### src/rtl/issue_queue_param.sv
// issue_queue_param: collapsing instruction issue queue with operand wakeup.
// Slot 0 holds the oldest entry; valid entries are always contiguous from slot 0,
// so the occupancy count alone defines which slots are valid.
// Ports:
//   clk, rst (async, active-low)     clock and reset
//   stall, flush                     downstream hold / discard everything
//   d_valid, d_ready, d_*            decode-side enqueue handshake and payload
//   d_rdy0, d_rdy1                   source operands already available at enqueue
//   wb_valid, wb_tag                 writeback wakeup broadcast (tag 0 wakes nothing)
//   e_valid, e_*                     registered issue slot
//   iq_count                         occupied entries
// OOO=0 issues from slot 0 only; OOO=1 issues the lowest-index ready slot.
module issue_queue_param #(
    parameter int DEPTH  = 4,
    parameter int DATA_W = 32,
    parameter int OOO    = 0
) (
    input  logic                         clk,
    input  logic                         rst,
    input  logic                         stall,
    input  logic                         flush,
    input  logic                         d_valid,
    output logic                         d_ready,
    input  logic                         d_regwrite,
    input  logic                         d_memtoreg,
    input  logic                         d_branch,
    input  logic                         d_memwrite,
    input  logic                         d_memread,
    input  logic                         d_regdst,
    input  logic                         d_alusrc,
    input  logic [1:0]                   d_aluop,
    input  logic [DATA_W-1:0]            d_pc,
    input  logic [DATA_W-1:0]            d_rd1,
    input  logic [DATA_W-1:0]            d_rd2,
    input  logic [DATA_W-1:0]            d_sigext,
    input  logic [4:0]                   d_inst1,
    input  logic [4:0]                   d_inst2,
    input  logic [4:0]                   d_inst3,
    input  logic                         d_rdy0,
    input  logic                         d_rdy1,
    input  logic                         wb_valid,
    input  logic [4:0]                   wb_tag,
    output logic                         e_valid,
    output logic                         e_regwrite,
    output logic                         e_memtoreg,
    output logic                         e_branch,
    output logic                         e_memwrite,
    output logic                         e_memread,
    output logic                         e_regdst,
    output logic                         e_alusrc,
    output logic [1:0]                   e_aluop,
    output logic [DATA_W-1:0]            e_pc,
    output logic [DATA_W-1:0]            e_rd1,
    output logic [DATA_W-1:0]            e_rd2,
    output logic [DATA_W-1:0]            e_sigext,
    output logic [4:0]                   e_inst1,
    output logic [4:0]                   e_inst2,
    output logic [4:0]                   e_inst3,
    output logic [$clog2(DEPTH+1)-1:0]   iq_count
);

    localparam int CW = $clog2(DEPTH + 1);
    localparam int IW = (DEPTH > 1) ? $clog2(DEPTH) : 1;

    typedef struct packed {
        logic              regwrite;
        logic              memtoreg;
        logic              branch;
        logic              memwrite;
        logic              memread;
        logic              regdst;
        logic              alusrc;
        logic [1:0]        aluop;
        logic [DATA_W-1:0] pc;
        logic [DATA_W-1:0] rd1;
        logic [DATA_W-1:0] rd2;
        logic [DATA_W-1:0] sigext;
        logic [4:0]        inst1;
        logic [4:0]        inst2;
        logic [4:0]        inst3;
    } payload_t;

    payload_t          pay_q [DEPTH];
    payload_t          pay_n [DEPTH];
    logic [DEPTH-1:0]  r0_q, r1_q, r0_n, r1_n;
    logic [CW-1:0]     count_q, count_n, wp;
    payload_t          d_pay, e_pay_q;
    logic              found, issue, enq;
    logic [IW-1:0]     idx;

    assign d_pay = {d_regwrite, d_memtoreg, d_branch, d_memwrite, d_memread, d_regdst,
                    d_alusrc, d_aluop, d_pc, d_rd1, d_rd2, d_sigext,
                    d_inst1, d_inst2, d_inst3};

    assign d_ready  = (count_q < CW'(DEPTH));
    assign iq_count = count_q;

    // Candidate selection looks only at registered ready bits, so a wakeup
    // becomes visible for issue one cycle after it is broadcast.
    always_comb begin
        found = 1'b0;
        idx   = '0;
        if (OOO == 0) begin
            found = (count_q != '0) && r0_q[0] && r1_q[0];
        end else begin
            for (int i = DEPTH - 1; i >= 0; i--) begin
                if ((i < int'(count_q)) && r0_q[i] && r1_q[i]) begin
                    found = 1'b1;
                    idx   = IW'(i);
                end
            end
        end
    end

    assign issue = found && !stall && !flush;
    assign enq   = d_valid && d_ready && !flush;
    assign wp    = count_q - CW'(issue);

    // Order matters: collapse over the issued slot, then write the new entry,
    // then apply wakeup so an entry enqueued alongside its wakeup is caught.
    always_comb begin
        pay_n = pay_q;
        r0_n  = r0_q;
        r1_n  = r1_q;
        if (issue) begin
            for (int i = 0; i < DEPTH; i++) begin
                if (i >= int'(idx)) begin
                    // Top slot wraps to slot 0; it is beyond the new count, so its content is don't-care.
                    pay_n[i] = pay_q[(i + 1) % DEPTH];
                    r0_n[i]  = r0_q[(i + 1) % DEPTH];
                    r1_n[i]  = r1_q[(i + 1) % DEPTH];
                end
            end
        end
        if (enq) begin
            for (int i = 0; i < DEPTH; i++) begin
                if (i == int'(wp)) begin
                    pay_n[i] = d_pay;
                    r0_n[i]  = d_rdy0;
                    r1_n[i]  = d_rdy1;
                end
            end
        end
        if (wb_valid && (wb_tag != 5'd0)) begin
            for (int i = 0; i < DEPTH; i++) begin
                if (pay_n[i].inst1 == wb_tag) r0_n[i] = 1'b1;
                if (pay_n[i].inst2 == wb_tag) r1_n[i] = 1'b1;
            end
        end
    end

    always_comb begin
        count_n = count_q;
        if (flush) count_n = '0;
        else       count_n = count_q + CW'(enq) - CW'(issue);
    end

    always_ff @(posedge clk or negedge rst) begin
        if (!rst) begin
            for (int i = 0; i < DEPTH; i++) pay_q[i] <= '0;
            r0_q    <= '0;
            r1_q    <= '0;
            count_q <= '0;
        end else begin
            pay_q   <= pay_n;
            r0_q    <= r0_n;
            r1_q    <= r1_n;
            count_q <= count_n;
        end
    end

    always_ff @(posedge clk or negedge rst) begin
        if (!rst) begin
            e_valid <= 1'b0;
            e_pay_q <= '0;
        end else if (flush) begin
            e_valid <= 1'b0;
        end else if (!stall) begin
            e_valid <= found;
            if (found) e_pay_q <= pay_q[idx];
        end
    end

    assign e_regwrite = e_pay_q.regwrite;
    assign e_memtoreg = e_pay_q.memtoreg;
    assign e_branch   = e_pay_q.branch;
    assign e_memwrite = e_pay_q.memwrite;
    assign e_memread  = e_pay_q.memread;
    assign e_regdst   = e_pay_q.regdst;
    assign e_alusrc   = e_pay_q.alusrc;
    assign e_aluop    = e_pay_q.aluop;
    assign e_pc       = e_pay_q.pc;
    assign e_rd1      = e_pay_q.rd1;
    assign e_rd2      = e_pay_q.rd2;
    assign e_sigext   = e_pay_q.sigext;
    assign e_inst1    = e_pay_q.inst1;
    assign e_inst2    = e_pay_q.inst2;
    assign e_inst3    = e_pay_q.inst3;

endmodule

### config.mk
export PLATFORM = sky130hd
export DESIGN_NAME = issue_queue_param
export DESIGN_NICKNAME = d
export VERILOG_FILES = /design/src/rtl/issue_queue_param.sv
export SDC_FILE = /design/constraint.sdc
export NUM_CORES = 2
export LEC_CHECK = 0
export CAP_MARGIN = 20
export CORE_ASPECT_RATIO = 1.75
export CORE_MARGIN = 3
export CORE_UTILIZATION = 41
export CTS_CLUSTER_DIAMETER = 80
export DETAILED_ROUTE_END_ITERATION = 12
export SLEW_MARGIN = 40
export SYNTH_ARGS = -nofsm -noshare
export SYNTH_HDL_FRONTEND = slang
export SYNTH_SLANG_ARGS = --single-unit
### constraint.sdc
create_clock -name clk -period 2.92 [get_ports clk]
set_input_delay 0.438 -clock clk [delete_from_list [all_inputs] [get_ports clk]]
set_output_delay 0.438 -clock clk [all_outputs]
set_load 0.03 [all_outputs]
==> results by group <==
Outcome
  – Status: finished, final reports clean

Routing
  – DR pass1 iterations: 5
  – Residual DRC: 0
  – Post-DRT Antenna Nets: 0
  – Routed WL per cell: 18.0 um
  – Final WL: 89900 um
  – Vias per cell: 5.19
  – Routed vias: 25.9k
  – Initial DRC count: 1795

Power
  – Peak VDD IR: 0.690 mV
  – Total power per unit cell area: 913 nW/um2
  – Pleak: 19.9 nW
  – Post-route total power: 0.0381 W

Critical path
  – WP data arrival: 3.25 ns
  – CP endpoint: r0_q[1]$_DFF_PN0_
  – Worst flop-to-flop path startpoint: iq_count[1]$_DFF_PN0_
  – Kind of critical path: flip-flop to flip-flop
  – CP Data Required Time: 3.49 ns
  – Crit path max fanout: 10
  – RR Endpoint: r0_q[1]$_DFF_PN0_
  – Crit path from: iq_count[1]$_DFF_PN0_
  – Setup crit start kind: flip-flop
  – Reg2Reg Depth: 9
  – R2R setup slack: 0.24 ns
  – Crit path capture type: flip-flop

Synth
  – Post-synth EDFFs: 0
  – Synth area leaders: dfrtp_1 (57%), nand2_1 (13%), mux2i_1 (9.5%), a31oi_1 (5.3%), o21ai_0 (4.3%)
  – Cells after synthesis: 3566
  – Ys flop type: dfrtp_1
  – Ys async rst share: 1.00
  – Most frequent cell after synthesis: nand2_1
  – Synthesized area per cell: 9.47 um2
  – Ys Warns: 0
  – Commonest cells in the synthesized netlist: nand2_1 (1188), dfrtp_1 (772), mux2i_1 (320)
  – Synth top area share: 0.572
  – Net Count, Synth: 3734
  – Synth Cell Area: 33800 um2
  – Distinct cells, synth: 39
  – Post-synthesis register bit count: 772
  – Seq/Total Area, Yosys: 0.572
  – Leading area contributor after synthesis: dfrtp_1

Clocking
  – H-tree levels: 3
  – Sink Count: 772
  – Worst-path clk slew: 0.07 ns
  – Root Buffer: clkbuf_16
  – Skew-Pair Late Insertion Delay: 0.65 ns
  – CTS Buf Count: 76
  – Setup bufs post-CTS: 0
  – CTS tree: built
  – CTS max path bufs: 3

Timing
  – Fin. max-slew vios: 0
  – Unrepaired setup endpoints after global routing: no
  – Headroom to the max-slew limit: 0.561
  – Worst Hold Margin: 0.327 ns
  – Layout Skew: 0.0292 ns
  – Least-Margin Pin Slew: 0.656 ns
  – Final setup TNS: 0 ns
  – Min Tclk post-route: 2.68 ns
  – Final Hold Viols: 0
  – Highest clock rate: 0.373 GHz
  – Final setup fails: 0
  – Final Cycle Share: 0.919

GRT
  – GRT Util Overall: 0.209
  – Pin count of the biggest net entering global routing: 96
  – GRT Residual Overflow: 0
  – First-pass GRT wire length: 147000 um
  – Vias in the first global route: 26.7k
  – Antenna violations before repair: 7

Floorplan
  – Initial Util: 0.415
  – Die Area: 86000 um2
  – Die X-Extent: 223 um
  – Core Region: 81300 um2
  – Num ports: 322
  – Row count: 138
  – Die H: 386 um

Place
  – Placed Instances: 4849
  – DPL Wire Length: 59500 um
  – PortBufs: 321
  – Routability cong.: 0.790

Cells and area
  – Layout area overhead: 23.5%
  – Nets: 4046
  – Layout cells sized above 1: 0.0846
  – Non-Filler Instances: 4991
  – Final core occ: 0.513

Flow run
  – Max-cap check violation count: 0

Worst hold path
  – Tightest Hold Check Type: primary input to asynchronous set/reset pin
[layer usage]
metal / wire length (um) / GRT usage / vias up
met2: 45000 / 0.362 / 537
met1: 38800 / 0.269 / 12700
li1: - / - / 12500
met4: 1960 / 0.0656 / 10
met3: 3990 / 0.0356 / 122
met5: 70 / 0 / -
[metrics by stage]
step	cell area (um2)	setup slack [ns]
after floorplan	33800	0.207
after global placement	39100	-0.371
after detailed placement	39100	-0.371
after CTS	41700	0.214
after global routing	41700	0.0660
final	41700	0.236
[worst max-delay path, stage by stage, from the launching register on]
cell	delay, ns
dfrtp_1	0.39
o21ba_2	0.22
and2_1	0.16
ha_1	0.32
buf_4	0.13
and3b_4	0.35
mux2_1	0.38
xor2_1	0.21
nand4_1	0.20
o31ai_1	0.23
[flip-flops by register name, indices dropped and copies added (netlist names), 2 cells and up]
| register | count |
|---|---|
| e_rd2 | 32 |
| e_inst3 | 5 |
| e_sigext | 32 |
| e_aluop | 2 |
| e_rd1 | 32 |
| e_inst2 | 5 |
| e_inst1 | 5 |
| iq_count | 3 |
| pay_q | 608 |
| r0_q | 4 |
| e_pc | 32 |
| r1_q | 4 |
[layout by cell type (no fill, tap or decap), types with 2 or more instances in the layout]
cell / netlist / layout
o31ai_1: 8 / 8
buf_12: 0 / 51
inv_1: 36 / 36
mux2i_1: 320 / 320
xor2_1: 32 / 32
a31oi_1: 288 / 288
ha_1: 2 / 2
nand4_1: 8 / 8
mux2_4: 2 / 2
mux2_1: 3 / 3
o21ai_0: 290 / 290
clkbuf_1: 131 / 13
clkinv_2: 0 / 11
nand3_1: 2 / 2
clkinv_8: 0 / 3
dfrtp_1: 772 / 772
clkbuf_16: 0 / 79
nor2_1: 294 / 294
xnor2_1: 11 / 11
diode_2: 0 / 3
mux2_2: 27 / 27
o21ai_1: 5 / 5
a21oi_1: 6 / 6
clkdlybuf4s50_1: 0 / 320
clkinvlp_4: 0 / 5
nand2_1: 1188 / 1188
nor2b_1: 2 / 2
bufinv_16: 0 / 7
clkbuf_8: 0 / 17
buf_4: 21 / 116
[report_power, final]
part | leakage, nW | internal, W | total [W] | switching, W
clock network | 1.29 | 0.00605 | 0.0104 | 0.00437
registers | 9.88 | 0.0152 | 0.0177 | 0.00256
logic | 8.73 | 0.00460 | 0.00991 | 0.00532
[layout make-up]
cell class	count	area (um2)
Multi-Input combinational cell	2503	13200
Clock inverter	29	389
Sequential cell	772	19300
Tap cell	1050	1310
Fill cell	7347	39600
Antenna cell	3	7.51
Timing Repair Buffer	489	5120
Clock buffer	109	2260
Inverter	36	135
[how the worst min path moves through the flow]
stage,end,slack [ns],depth (start not counted)
floorplan,e_aluop[0]$_DFFE_PN0P_,0.14,0
global placement,pay_q[412]$_DFF_PN0_,0.42,1
detailed placement,pay_q[564]$_DFF_PN0_,0.42,1
CTS,pay_q[552]$_DFF_PN0_,0.30,2
global route,pay_q[552]$_DFF_PN0_,0.33,2
finish,pay_q[552]$_DFF_PN0_,0.33,2
[cells by family after synthesis]
kind of cell / Yosys count / synth area share
buffers and inverters: 291 / 0.0388
AND/OR/NAND/NOR: 1504 / 0.170
adder cells (fa/ha/maj): 3 / 0.00133
AO/OA/AOI/OAI: 600 / 0.101
XOR/XNOR: 43 / 0.0111
multiplexers: 353 / 0.106
flip-flops: 772 / 0.572
[timing repair]
| action | 4_1_cts | 5_1_grt |
|---|---|---|
| hold buffers | 1 | 0 |
| resized for setup | 0 | 0 |
| hold endpoints to repair | 43 | 0 |
No activity file was read; power rests on OpenSTA's default activity.
